--- config.mk ---
export PLATFORM = sky130hd
export DESIGN_NAME = wb_stage
export DESIGN_NICKNAME = d
export VERILOG_FILES = /design/src/rtl/wb_stage_pkg.sv /design/src/rtl/wb_stage_load_align.sv /design/src/rtl/wb_stage.sv
export SDC_FILE = /design/constraint.sdc
export NUM_CORES = 1
export LEC_CHECK = 0
export CORE_MARGIN = 2
export CORE_UTILIZATION = 47
export DETAILED_ROUTE_END_ITERATION = 8
export PLACE_DENSITY = 0.86
export SLEW_MARGIN = 20
export SYNTH_ARGS = -nofsm -noshare
export SYNTH_HDL_FRONTEND = slang
export SYNTH_SLANG_ARGS = --single-unit
--- constraint.sdc ---
create_clock -name clk -period 5.3 [get_ports clk]
set_input_delay 1.59 -clock clk [delete_from_list [all_inputs] [get_ports clk]]
set_output_delay 1.59 -clock clk [all_outputs]
set_load 0.01 [all_outputs]
--- src/rtl/wb_stage_pkg.sv ---
// Shared constants for the writeback stage: bus widths, zero values and RV32I load funct3 codes.
// The misaligned-load check here is used only when WB_MISALIGN_TRAP_EN is defined.
package wb_stage_pkg;

    localparam int unsigned WB_DATA_W = 32;
    localparam int unsigned WB_REG_AW = 5;

    localparam logic [WB_DATA_W-1:0] ZeroWord = 32'h0000_0000;
    localparam logic [WB_REG_AW-1:0] ZeroReg  = 5'd0;

    localparam logic [2:0] LB  = 3'b000;
    localparam logic [2:0] LH  = 3'b001;
    localparam logic [2:0] LW  = 3'b010;
    localparam logic [2:0] LBU = 3'b100;
    localparam logic [2:0] LHU = 3'b101;

    // Halfword loads need an even address; every non-byte, non-half code is a word load.
    function automatic logic is_misaligned(input logic [2:0] funct3, input logic [1:0] addr_lo);
        logic res;
        res = 1'b0;
        case (funct3)
            LB, LBU: res = 1'b0;
            LH, LHU: res = addr_lo[0];
            default: res = (addr_lo != 2'b00);
        endcase
        return res;
    endfunction

endpackage

--- src/rtl/wb_stage_load_align.sv ---
// Combinational load data alignment: selects the byte/half lane from a read word and extends it.
// Kept standalone so the store/MMIO path can reuse it.
module wb_stage_load_align
    import wb_stage_pkg::*;
#(
    parameter int unsigned DATA_W = WB_DATA_W
) (
    input  logic [2:0]        funct3_i,
    input  logic [1:0]        addr_lo_i,
    input  logic [DATA_W-1:0] rdata_i,
    output logic [DATA_W-1:0] data_c_o
);

    logic [DATA_W-1:0] byte_sh;
    logic [DATA_W-1:0] half_sh;
    logic [7:0]        lane_b;
    logic [15:0]       lane_h;

    always_comb begin
        byte_sh  = rdata_i >> {addr_lo_i, 3'b000};
        half_sh  = rdata_i >> {addr_lo_i[1], 4'b0000};
        lane_b   = byte_sh[7:0];
        lane_h   = half_sh[15:0];
        data_c_o = rdata_i;
        case (funct3_i)
            LB:      data_c_o = {{(DATA_W-8){lane_b[7]}}, lane_b};
            LH:      data_c_o = {{(DATA_W-16){lane_h[15]}}, lane_h};
            LBU:     data_c_o = {{(DATA_W-8){1'b0}}, lane_b};
            LHU:     data_c_o = {{(DATA_W-16){1'b0}}, lane_h};
            default: data_c_o = rdata_i;
        endcase
    end

endmodule

--- src/rtl/wb_stage.sv ---
// Writeback stage: retires ALU results next cycle, runs loads over the data bus, writes the register file.
// Optional WB_MISALIGN_TRAP_EN adds exc_misalign_o and suppresses bus requests for misaligned loads.
module wb_stage
    import wb_stage_pkg::*;
#(
    parameter int unsigned DATA_W = WB_DATA_W,
    parameter int unsigned REG_AW = WB_REG_AW
) (
    input  logic              clk,
    input  logic              rst_n,
    input  logic              ex_valid_i,
    output logic              ex_ready_o,
    input  logic [REG_AW-1:0] ex_rd_i,
    input  logic              ex_wen_i,
    input  logic              ex_is_load_i,
    input  logic [2:0]        ex_funct3_i,
    input  logic [DATA_W-1:0] ex_result_i,
    output logic              dmem_req_o,
    output logic [DATA_W-1:0] dmem_addr_o,
    input  logic              dmem_gnt_i,
    input  logic              dmem_rvalid_i,
    input  logic [DATA_W-1:0] dmem_rdata_i,
    output logic              reg_wen_o,
    output logic [REG_AW-1:0] reg_waddr_o,
    output logic [DATA_W-1:0] reg_wdata_o,
`ifdef WB_MISALIGN_TRAP_EN
    output logic              exc_misalign_o,
`endif
    output logic              stall_o
);

    typedef enum logic [1:0] {
        IDLE = 2'b00,
        REQ  = 2'b01,
        WAIT = 2'b10
    } state_e;

    state_e            state_q, state_d;
    logic [REG_AW-1:0] rd_q, rd_d;
    logic [2:0]        f3_q, f3_d;
    logic [1:0]        lo_q, lo_d;
    logic [DATA_W-1:0] addr_q, addr_d;
    logic              ready_q, ready_d;
    logic              req_q, req_d;
    logic              wen_q, wen_d;
    logic [REG_AW-1:0] waddr_q, waddr_d;
    logic [DATA_W-1:0] wdata_q, wdata_d;
    logic [DATA_W-1:0] aligned_c;
`ifdef WB_MISALIGN_TRAP_EN
    logic              exc_q, exc_d;
`endif

    wb_stage_load_align #(.DATA_W(DATA_W)) u_load_align (
        .funct3_i  (f3_q),
        .addr_lo_i (lo_q),
        .rdata_i   (dmem_rdata_i),
        .data_c_o  (aligned_c)
    );

    // Next-state and registered-output logic; write enable defaults low so it only pulses.
    always_comb begin
        state_d = state_q;
        rd_d    = rd_q;
        f3_d    = f3_q;
        lo_d    = lo_q;
        addr_d  = addr_q;
        wen_d   = 1'b0;
        waddr_d = waddr_q;
        wdata_d = wdata_q;
`ifdef WB_MISALIGN_TRAP_EN
        exc_d   = 1'b0;
`endif
        case (state_q)
            IDLE: begin
                if (ex_valid_i) begin
                    if (ex_is_load_i) begin
                        rd_d   = ex_rd_i;
                        f3_d   = ex_funct3_i;
                        lo_d   = ex_result_i[1:0];
                        addr_d = {ex_result_i[DATA_W-1:2], 2'b00};
`ifdef WB_MISALIGN_TRAP_EN
                        if (is_misaligned(ex_funct3_i, ex_result_i[1:0])) begin
                            exc_d = 1'b1;
                        end else begin
                            state_d = REQ;
                        end
`else
                        state_d = REQ;
`endif
                    end else begin
                        wen_d   = ex_wen_i && (ex_rd_i != REG_AW'(ZeroReg));
                        waddr_d = ex_rd_i;
                        wdata_d = ex_result_i;
                    end
                end
            end
            REQ: begin
                if (dmem_gnt_i) begin
                    state_d = WAIT;
                end
            end
            WAIT: begin
                if (dmem_rvalid_i) begin
                    wen_d   = (rd_q != REG_AW'(ZeroReg));
                    waddr_d = rd_q;
                    wdata_d = aligned_c;
                    state_d = IDLE;
                end
            end
            default: state_d = IDLE;
        endcase
        ready_d = (state_d == IDLE);
        req_d   = (state_d == REQ);
    end

    always_ff @(posedge clk) begin
        if (!rst_n) begin
            state_q <= IDLE;
            rd_q    <= REG_AW'(ZeroReg);
            f3_q    <= 3'b000;
            lo_q    <= 2'b00;
            addr_q  <= DATA_W'(ZeroWord);
            ready_q <= 1'b1;
            req_q   <= 1'b0;
            wen_q   <= 1'b0;
            waddr_q <= REG_AW'(ZeroReg);
            wdata_q <= DATA_W'(ZeroWord);
`ifdef WB_MISALIGN_TRAP_EN
            exc_q   <= 1'b0;
`endif
        end else begin
            state_q <= state_d;
            rd_q    <= rd_d;
            f3_q    <= f3_d;
            lo_q    <= lo_d;
            addr_q  <= addr_d;
            ready_q <= ready_d;
            req_q   <= req_d;
            wen_q   <= wen_d;
            waddr_q <= waddr_d;
            wdata_q <= wdata_d;
`ifdef WB_MISALIGN_TRAP_EN
            exc_q   <= exc_d;
`endif
        end
    end

    assign ex_ready_o  = ready_q;
    assign stall_o     = ~ready_q;
    assign dmem_req_o  = req_q;
    assign dmem_addr_o = addr_q;
    assign reg_wen_o   = wen_q;
    assign reg_waddr_o = waddr_q;
    assign reg_wdata_o = wdata_q;
`ifdef WB_MISALIGN_TRAP_EN
    assign exc_misalign_o = exc_q;
`endif

endmodule
==> run_results.csv, run 1 <==
group,metric,value,unit
route,num_vias,4079,
route,drt_iter0_markers,203,
route,dr.pass1.iters,8,
route,wl_per_cell,17.7,microns
setup_path,crit_path_start_kind,"primary input",
placement,gp_congestion,0.866,
floorplanning,coreArea,7770,sq um
floorplanning,top_level_ports,152,
final_layout,num_antenna_cells,0,
clocking,cts_root_buf,"clkbuf_8",
placement,port_buffers,149,
setup_path,cp.required,5.58,ns
synthesis,syn-instance-count,471,
min_path,worstHoldPathType,"reg2reg",
route,ant_nets,0,
sta,rsz0062_at_grt,"false",
synthesis,synth-seq-cells,82,
sta,finalSetupViolations,0,
power_and_ir_drop,pwr-share-comb,19.2,%
sta,relSlewSlack,28.2,%
power_and_ir_drop,clockPowerShare,34.2,%
sta,min_period,3.68,ns
clocking,htree_levels,3,
synthesis,synth_area_per_cell,8.06,sq um
synthesis,yosysWarnings,0,
route,routed_via_density,5.84,
sta,fmax,0.272,GHz
clocking,clkSinkCount,82,
floorplanning,die_h,93.9,microns
grt,grtUsageTotal,27.9,%
final_layout,final_area,5490,sq um
synthesis,synthTopCellsByArea,"dfxtp_1, nand2_1, a21oi_1",
clocking,clkSlewWorstSetupHoldPaths,0.08,ns
clocking,cts_tree,"done",
clocking,clockBufferDepth,2,
clocking,post_cts_resized,0,
clocking,postCtsSetupBuffers,0,
power_and_ir_drop,switching_share,27.3,%
sta,hold_viol_final,0,
synthesis,yosys.area.top_type,"dfxtp_1",
power_and_ir_drop,p_sw,0.400,mW
power_and_ir_drop,internal-power,1.06,mW
synthesis,async_flop_share,0,%
sta,fin_crit_sh,69.4,%
final_layout,drive_gt1_share,4.53,%
synthesis,netlist_area,3790,sq um
sta,tightest_slew,1.07,ns
grt,gr-total-overflow,0,
setup_path,end_kind,"flop",
power_and_ir_drop,seq_power_share,46.6,%
route,wl,12400,microns
synthesis,seq_area_frac_synth,43.3,%
setup_path,criticalPathCategory,"in2reg",
floorplanning,die_area,8810,sq um
power_and_ir_drop,pwr_density_cell,266,nW/um^2
placement,dp.cells,683,
grt,grt_pass1_wl,19400,microns
route,drc,0,
clocking,insertion_delay,0.36,ns
run_status,status,"finished clean",
sta,report.final.slew_viol_count,0,
setup_path,cp_max_fo,27,
placement,post-dp-hpwl,9170,microns
synthesis,yosysUniqueCellTypes,40,
clocking,numCtsBuffers,9,
final_layout,area_growth_syn_to_layout,44.6,%
final_layout,nets,671,
sta,fin_tns_setup,0,ns
final_layout,layout.cells.non_filler,698,
sta,finClkSkew,0.00757,ns
flow_run,cap_violations,0,
power_and_ir_drop,power_leakage,1.85,nW
grt,antenna_found_initial,0,
synthesis,synth_edf_count,0,
synthesis,synth_top_area_share,43.3,%
power_and_ir_drop,ir_drop,0.000179,V
clocking,holdBufCountCts,0,
grt,grt_pass1_vias,3965,
floorplanning,initial_utilization,48.9,%
synthesis,synth_flop_cell,"dfxtp_1",
floorplanning,row_count,32,
setup_path,cp.arrival,3.96,ns
final_layout,nFillCells,627,
placement,place_area,5270,sq um
floorplanning,die_x,93.9,microns
grt,grt_max_degree,37,
==> stage by stage <==
step / total power [mW] / setup slack [ns] / hold WS, ns / util (%)
2_1_floorplan: 0.811 / 2.38 / 0.444 / -
3_3_place_gp: 0.964 / 1.45 / 0.443 / 67.8
3_5_place_dp: 0.972 / 1.33 / 0.450 / 67.8
4_1_cts: 1.46 / 1.69 / 0.460 / 70.6
5_1_grt: 1.52 / 1.46 / 0.473 / 70.7
6_report: 1.46 / 1.62 / 0.458 / 70.7
==> placed cells by master, fill, tap and decap left out, types with 9 or more instances in the layout <==
cell type,instances
nor2b_1,9
nor2_1,9
nand2_1,93
or4_1,9
a221oi_1,16
a311oi_1,12
clkdlybuf4s50_1,149
clkbuf_8,9
o2bb2ai_1,16
a21oi_1,61
nand3_1,12
dfxtp_1,82
o21ai_0,34
==> Yosys cell counts, drive strengths merged (3+ instances only) <==
cell type   n
nand2      93
dfxtp      82
a21oi      62
clkbuf     34
o21ai      34
a221oi     16
o2bb2ai    16
a311oi     12
nand3      12
buf        11
nor2       10
nor2b      10
and2        9
or4         9
o311ai      8
a211oi      7
a222oi      7
nor3        7
or3         7
inv         5
nand2b      4
mux2i       3
==> layout make-up <==
class / instances / area [sq um] / area share (%)
sequential: 82 / 1640 / 29.9
clock inverter: 6 / 91.3 / 1.66
timing repair buffer: 154 / 1530 / 27.9
multi-input combinational: 340 / 1960 / 35.6
tap: 102 / 128 / 2.33
clock buffer: 9 / 124 / 2.26
inverter: 5 / 18.8 / 0.342
==> cells by family after synthesis <==
kind of cell	share of synthesized area (%)
AO/OA/AOI/OAI	29.4
AND/OR/NAND/NOR	20.6
flip-flops	43.3
buffers and inverters	5.54
multiplexers	1.09
other	0.0988
==> worst max-delay path: stages <==
cell and delay (ns):
clkdlybuf4s50_1 0.46, buf_4 0.24, inv_1 0.38, buf_4 0.37, a21oi_2 0.48, o21ai_0 0.23, o2bb2ai_1 0.20
==> routing by layer <==
layer | global-route usage [%] | share of wire [%] | vias to the layer above | wire length [microns]
met1 | 34.4 | 41 | 1914 | 5080
met2 | 47.0 | 49 | 181 | 6050
met4 | 9.18 | 1.9 | 0 | 241
met3 | 7.54 | 8.0 | 21 | 992
li1 | - | - | 1963 | -
met5 | 0 | 0 | - | 0
==> sequential cells by signal, indices dropped and copies added (netlist names) <==
register	flops
lo_q	2
dmem_addr_o	30
dmem_req_o	1
reg_wen_o	1
rd_q	5
state_q	2
f3_q	3
reg_waddr_o	5
ex_ready_o	1
reg_wdata_o	32
==> final timing paths <==
path	start	to	slack, ns	cells after the start
max	rst_n	reg_wdata_o[25]	1.62	7
min	dmem_addr_o[25]	dmem_addr_o[25]	0.46	2
max reg2reg	f3_q[1]	reg_wdata_o[13]	2.77	4
min reg2reg	dmem_addr_o[25]	dmem_addr_o[25]	0.46	2
==> power by group through the flow <==
| stage | sequential, mW | combinational [mW] | clock (mW) |
|---|---|---|---|
| global placement | 0.693 | 0.270 | 0 |
| detailed placement | 0.694 | 0.278 | 0 |
| global route | 0.686 | 0.301 | 0.530 |
| floorplan | 0.699 | 0.112 | 0 |
| CTS | 0.680 | 0.279 | 0.503 |
| finish | 0.681 | 0.280 | 0.501 |
Power figures use the tool's default switching activity.
==> inputs of run 2 (changes only) <==
--- a/config.mk
+++ b/config.mk
@@ -6,9 +6,9 @@
 export NUM_CORES = 1
 export LEC_CHECK = 0
 export CORE_MARGIN = 2
-export CORE_UTILIZATION = 47
+export CORE_UTILIZATION = 39
 export DETAILED_ROUTE_END_ITERATION = 8
-export PLACE_DENSITY = 0.86
+export PLACE_DENSITY = 0.76
 export SLEW_MARGIN = 20
 export SYNTH_ARGS = -nofsm -noshare
 export SYNTH_HDL_FRONTEND = slang
==> constraint.sdc (replaced) <==
create_clock -name clk -period 3.22 [get_ports clk]
set_input_delay 0.966 -clock clk [delete_from_list [all_inputs] [get_ports clk]]
set_output_delay 0.966 -clock clk [all_outputs]
set_load 0.01 [all_outputs]
==> run 2 against run 1 <==
Against the previous run: worst setup slack got worse by 0.90 ns; highest routed layer unchanged; clock skew increased by 0.0025 ns; global-route usage decreased by 3.1 points; flip-flop and latch count unchanged; largest power group unchanged; sequential power increased by 64%; largest cell class unchanged; combinational power increased by 69%; first-iteration DRC count increased by 45%; critical path depth decreased by 2; power increased by 69%; non-clock buffer count increased by 7.
==> run_results.csv, run 2 (synthesis gave the netlist of run 1 again) <==
group,metric,value,unit
run_status,status,"finished clean",
final_layout,layout_commonest_cell,"clkdlybuf4s50_1",
sta,finalSetupViolations,0,
flow_run,cap_violations,0,
grt,grt_max_degree,50,
route,routed_via_density,5.65,
sta,fin_tns_setup,0,ns
floorplanning,die_h,103,microns
floorplanning,top_level_ports,152,
grt,grt_pass1_vias,3943,
final_layout,drive_gt1_share,5.79,%
route,wl,13000,microns
final_layout,area_growth_syn_to_layout,47.6,%
clocking,post_cts_resized,0,
clocking,cts_root_buf,"clkbuf_8",
sta,finClkSkew,0.0101,ns
sta,hold_viol_final,0,
placement,port_buffers,149,
setup_path,crit_path_start_kind,"primary input",
setup_path,criticalPathCategory,"in2reg",
power_and_ir_drop,pwr_density_cell,441,nW/um^2
clocking,clkSlewWorstSetupHoldPaths,0.09,ns
sta,rsz0062_at_grt,"false",
clocking,clockBufferDepth,2,
clocking,numCtsBuffers,9,
route,num_vias,4167,
route,wl_per_cell,17.7,microns
setup_path,cp_max_fo,16,
floorplanning,row_count,36,
setup_path,end_kind,"flop",
sta,fin_crit_sh,77.7,%
grt,grtUsageTotal,24.8,%
sta,fmax,0.399,GHz
route,drt_iter0_markers,294,
floorplanning,die_x,103,microns
min_path,worstHoldPathType,"reg2reg",
setup_path,worstPathCellList,"clkdlybuf4s50_1, mux2i_1, mux2i_2, a221oi_1, o2bb2ai_1",
route,dr.pass1.iters,7,
sta,report.final.slew_viol_count,0,
route,ant_nets,0,
placement,post-dp-hpwl,9350,microns
placement,gp_congestion,0.908,
min_path,min-delay-start,"dmem_addr_o[12]",
floorplanning,die_area,10500,sq um
sta,min_period,2.50,ns
sta,fin_hold_ws,0.456,ns
clocking,clkSinkCount,82,
clocking,insertion_delay,0.36,ns
setup_path,cp.arrival,2.79,ns
final_layout,layout_common_cells,"clkdlybuf4s50_1, nand2_1, dfxtp_1",
setup_path,path_delay_family,"multiplexers",
power_and_ir_drop,power_leakage,1.90,nW
floorplanning,initial_utilization,39.6,%
grt,antenna_found_initial,0,
power_and_ir_drop,ir_drop,0.000236,V
clocking,htree_levels,3,
setup_path,cp.required,3.51,ns
sta,tightest_slew,0.861,ns
route,drc,0,
setup_path,critical_path_buf_inv_count,1,
grt,gr-total-overflow,0,
sta,relSlewSlack,41.5,%
setup_path,cp_slowest_cell,"mux2i_2",
setup_path,cp-startpoint,"dmem_rdata_i[31]",
final_layout,nets,678,
clocking,postCtsSetupBuffers,0,
grt,grt_pass1_wl,20200,microns
clocking,cts_tree,"done",
clocking,holdBufCountCts,0,
setup_path,r2r_setup_slack,0.86,ns
setup_path,timing.rr.start,"lo_q[1]",
final_layout,num_antenna_cells,0,
floorplanning,coreArea,9590,sq um
final_layout,largest_reg_flops,32,
setup_path,critPathMaxStageDelay,0.74,ns
[run 2: changes by cell type in the layout (fill, tap and decap cells not counted)]
cell,before,now
clkinvlp_4,3,1
clkinv_4,0,1
clkbuf_8,9,11
buf_4,5,12
[run 2: where the power goes]
part / switching (mW) / internal (mW)
registers: 0.0453 / 1.07
clock network: 0.396 / 0.484
logic: 0.226 / 0.246
[run 2: path summary, 6_finish.rpt]
| kind | endpoint | cells after the start |
|---|---|---|
| worst min-delay path | dmem_addr_o[12] | 2 |
| worst min register to register | dmem_addr_o[12] | 2 |
| worst max-delay path | reg_wdata_o[16] | 5 |
| worst max register to register | reg_wdata_o[16] | 4 |
[run 2: per-stage QoR]
stage | util, % | worst slack, ns | power (mW) | std cells | cell area, sq um
after floorplan | - | 0.927 | 1.33 | 472 | 3800
after global placement | 55.8 | 0.234 | 1.60 | 721 | 5360
after detailed placement | 55.9 | 0.288 | 1.61 | 721 | 5360
after CTS | 58.3 | 0.664 | 2.48 | 737 | 5600
after global routing | 58.4 | 0.636 | 2.57 | 737 | 5600
final | 58.4 | 0.717 | 2.47 | 737 | 5600
[run 2: cell type report]
class	instances	area (sq um)
repair buffers	161	1580
clock buffers	11	151
inverters	5	18.8
flip-flops and latches	82	1640
clock inverters	5	85.1
fillers	882	3990
multi-input cells	340	1960
well taps	133	166
[run 2: worst reg2reg max path: stages (launching register included)]
cell       delay [ns]
dfxtp_1          0.85
mux2i_1          0.30
mux2i_2          0.74
a221oi_1         0.21
o2bb2ai_1        0.19
[run 2: metal layers]
metal	share of wire (%)	up-vias	global-route usage [%]
li1	-	1980	-
met3	9.1	22	6.24
met5	0	-	0
met1	41	1953	31.1
met2	48	212	41.3
met4	2.1	0	8.82
==> inputs of run 3 (changes only) <==
--- a/config.mk
+++ b/config.mk
@@ -6,9 +6,9 @@
 export NUM_CORES = 1
 export LEC_CHECK = 0
 export CORE_MARGIN = 2
-export CORE_UTILIZATION = 39
+export CORE_UTILIZATION = 44
 export DETAILED_ROUTE_END_ITERATION = 8
-export PLACE_DENSITY = 0.76
+export PLACE_DENSITY = 0.81
 export SLEW_MARGIN = 20
 export SYNTH_ARGS = -nofsm -noshare
 export SYNTH_HDL_FRONTEND = slang
==> constraint.sdc (replaced) <==
create_clock -name clk -period 2.5 [get_ports clk]
set_input_delay 0.75 -clock clk [delete_from_list [all_inputs] [get_ports clk]]
set_output_delay 0.75 -clock clk [all_outputs]
set_load 0.01 [all_outputs]
==> run 3 against run 2 <==
Against the previous run: register-to-register slack lost 0.43 ns; clock skew grew 0.0022 ns; power grew 24%; clock power grew 13%; hold slack is essentially flat; first-iteration DRC count shrank 24%; cell count shrank 2.4%; flip-flop and latch count is the same; via count shrank 1.2%; largest cell class unchanged; highest routed layer unchanged.
==> run_results.csv, run 3 (synthesis gave the netlist of run 1 again) <==
group,metric,value,unit
route,drc,0,
setup_path,cp.arrival,2.46,ns
sta,finClkSkew,0.0123,ns
floorplanning,top_level_ports,152,
grt,busiest_layer,"met2",
final_layout,layout_common_cells,"clkdlybuf4s50_1, nand2_1, dfxtp_1",
clocking,numCtsBuffers,9,
final_layout,largest_reg_flops,32,
flow_run,cap_violations,0,
min_path,min_path_cells,2,
final_layout,area_growth_syn_to_layout,48.4,%
min_path,whs_endpoint,"dmem_addr_o[7]",
setup_path,timing.rr.end,"reg_wdata_o[5]",
sta,fmax,0.453,GHz
sta,tightest_slew,0.734,ns
placement,post-dp-hpwl,9310,microns
setup_path,critical_path_buf_inv_count,1,
final_layout,fin_util,67.8,%
clocking,clkSinkCount,82,
floorplanning,initial_utilization,45.7,%
route,routed_via_density,5.73,
setup_path,criticalPathCategory,"in2reg",
setup_path,critPathMaxStageDelay,0.51,ns
grt,met1_usage,31.8,%
clocking,postCtsSetupBuffers,0,
setup_path,ff2ff_path_depth,4,
route,wl,12500,microns
sta,relSlewSlack,51.0,%
final_layout,layout.cells.non_filler,719,
clocking,holdBufCountCts,0,
final_layout,layout_commonest_cell,"clkdlybuf4s50_1",
floorplanning,die_x,96.9,microns
grt,grt_pass1_vias,3955,
power_and_ir_drop,p_sw,0.852,mW
power_and_ir_drop,seq_power_share,46.8,%
placement,pre_cts_ws,-0.122,ns
setup_path,worstPathCellList,"clkdlybuf4s50_1, or4b_4, and2_4, or3_1, o311ai_1",
floorplanning,die_area,9380,sq um
clocking,post_cts_resized,0,
clocking,cts_tree,"done",
grt,grt_util_met2,44.5,%
sta,finalSetupViolations,0,
clocking,insertion_delay,0.35,ns
power_and_ir_drop,switching_share,27.8,%
power_and_ir_drop,power_leakage,1.94,nW
sta,fin_ws,0.294,ns
setup_path,timing.rr.start,"f3_q[1]",
sta,min_period,2.21,ns
placement,gp_congestion,0.924,
grt,grt_pass1_wl,20100,microns
setup_path,cp.required,2.76,ns
setup_path,cp_max_fo,16,
setup_path,r2r_setup_slack,0.43,ns
grt,antenna_found_initial,0,
power_and_ir_drop,pwr-share-comb,20.6,%
clocking,clockBufferDepth,2,
floorplanning,coreArea,8300,sq um
clocking,htree_levels,3,
run_status,status,"finished clean",
sta,rsz0062_at_grt,"false",
placement,dp.cells,703,
min_path,min-delay-start,"dmem_addr_o[7]",
grt,gr-total-overflow,0,
setup_path,path_delay_family,"simple AND/OR/NAND/NOR gates",
route,ant_nets,0,
power_and_ir_drop,internal-power,2.21,mW
clocking,cts_root_buf,"clkbuf_8",
floorplanning,die_h,96.9,microns
setup_path,end_kind,"flop",
grt,grtUsageTotal,25.8,%
floorplanning,row_count,33,
min_path,worstHoldPathType,"reg2reg",
route,wl_per_cell,17.4,microns
final_layout,drive_gt1_share,7.00,%
setup_path,crit_path_start_kind,"primary input",
route,dr.pass1.iters,5,
sta,hold_viol_final,0,
setup_path,cp_slowest_cell,"or4b_4",
clocking,clkSlewWorstSetupHoldPaths,0.09,ns
grt,grt_max_degree,41,
grt,use_met3,7.15,%
sta,report.final.slew_viol_count,0,
power_and_ir_drop,clockPowerShare,32.6,%
placement,port_buffers,149,
route,num_vias,4119,
power_and_ir_drop,pwr_density_cell,544,nW/um^2
route,drt_iter0_markers,223,
power_and_ir_drop,ir_drop,0.000341,V
final_layout,num_antenna_cells,0,
sta,fin_crit_sh,88.2,%
final_layout,nets,688,
power_and_ir_drop,power,3.06,mW
[run 3: power by group through the flow]
| stage | Sequential [mW] | Combinational (mW) | Clock [mW] |
|---|---|---|---|
| after floorplan | 1.48 | 0.237 | 0 |
| after global placement | 1.46 | 0.612 | 0 |
| after detailed placement | 1.46 | 0.625 | 0 |
| after CTS | 1.43 | 0.629 | 1.00 |
| after global routing | 1.44 | 0.680 | 1.05 |
| final | 1.43 | 0.632 | 0.998 |
[run 3: area by class of cell]
class	count	area, sq um
Clock buffer	11	141
Inverter	5	18.8
Multi-Input combinational cell	340	1950
Timing Repair Buffer	171	1680
Sequential cell	82	1640
Fill cell	721	2670
Clock inverter	5	63.8
Tap cell	105	131
[run 3: worst max-delay path by stage]
stage | startpoint | to | slack [ns] | cells after the start
floorplan | ex_is_load_i | reg_wdata_o[14] | 0.42 | 5
global placement | ex_valid_i | reg_wdata_o[27] | -0.04 | 5
detailed placement | ex_valid_i | reg_wdata_o[22] | -0.12 | 5
CTS | ex_valid_i | reg_wdata_o[22] | 0.25 | 5
global route | ex_valid_i | reg_wdata_o[13] | 0.21 | 5
finish | ex_valid_i | reg_wdata_o[12] | 0.29 | 5
[run 3: routing by layer]
| metal | share of wire [%] | up-vias |
|---|---|---|
| li1 | - | 1998 |
| met5 | 0 | - |
| met4 | 1.4 | 0 |
| met2 | 49 | 175 |
| met1 | 42 | 1928 |
| met3 | 8.2 | 18 |
[run 3: worst min-delay path: stages (launching register included)]
cell	delay, ns
dfxtp_1	0.31
nand2_1	0.05
a21oi_1	0.05
[run 3: per-stage QoR]
stage	area, sq um	TNS, ns	hold WS (ns)
final	5630	0	0.456
after global routing	5630	0	0.478
after CTS	5630	0	0.458
after detailed placement	5420	-2.08	0.446
after global placement	5420	-0.627	0.442
after floorplan	3800	0	0.444
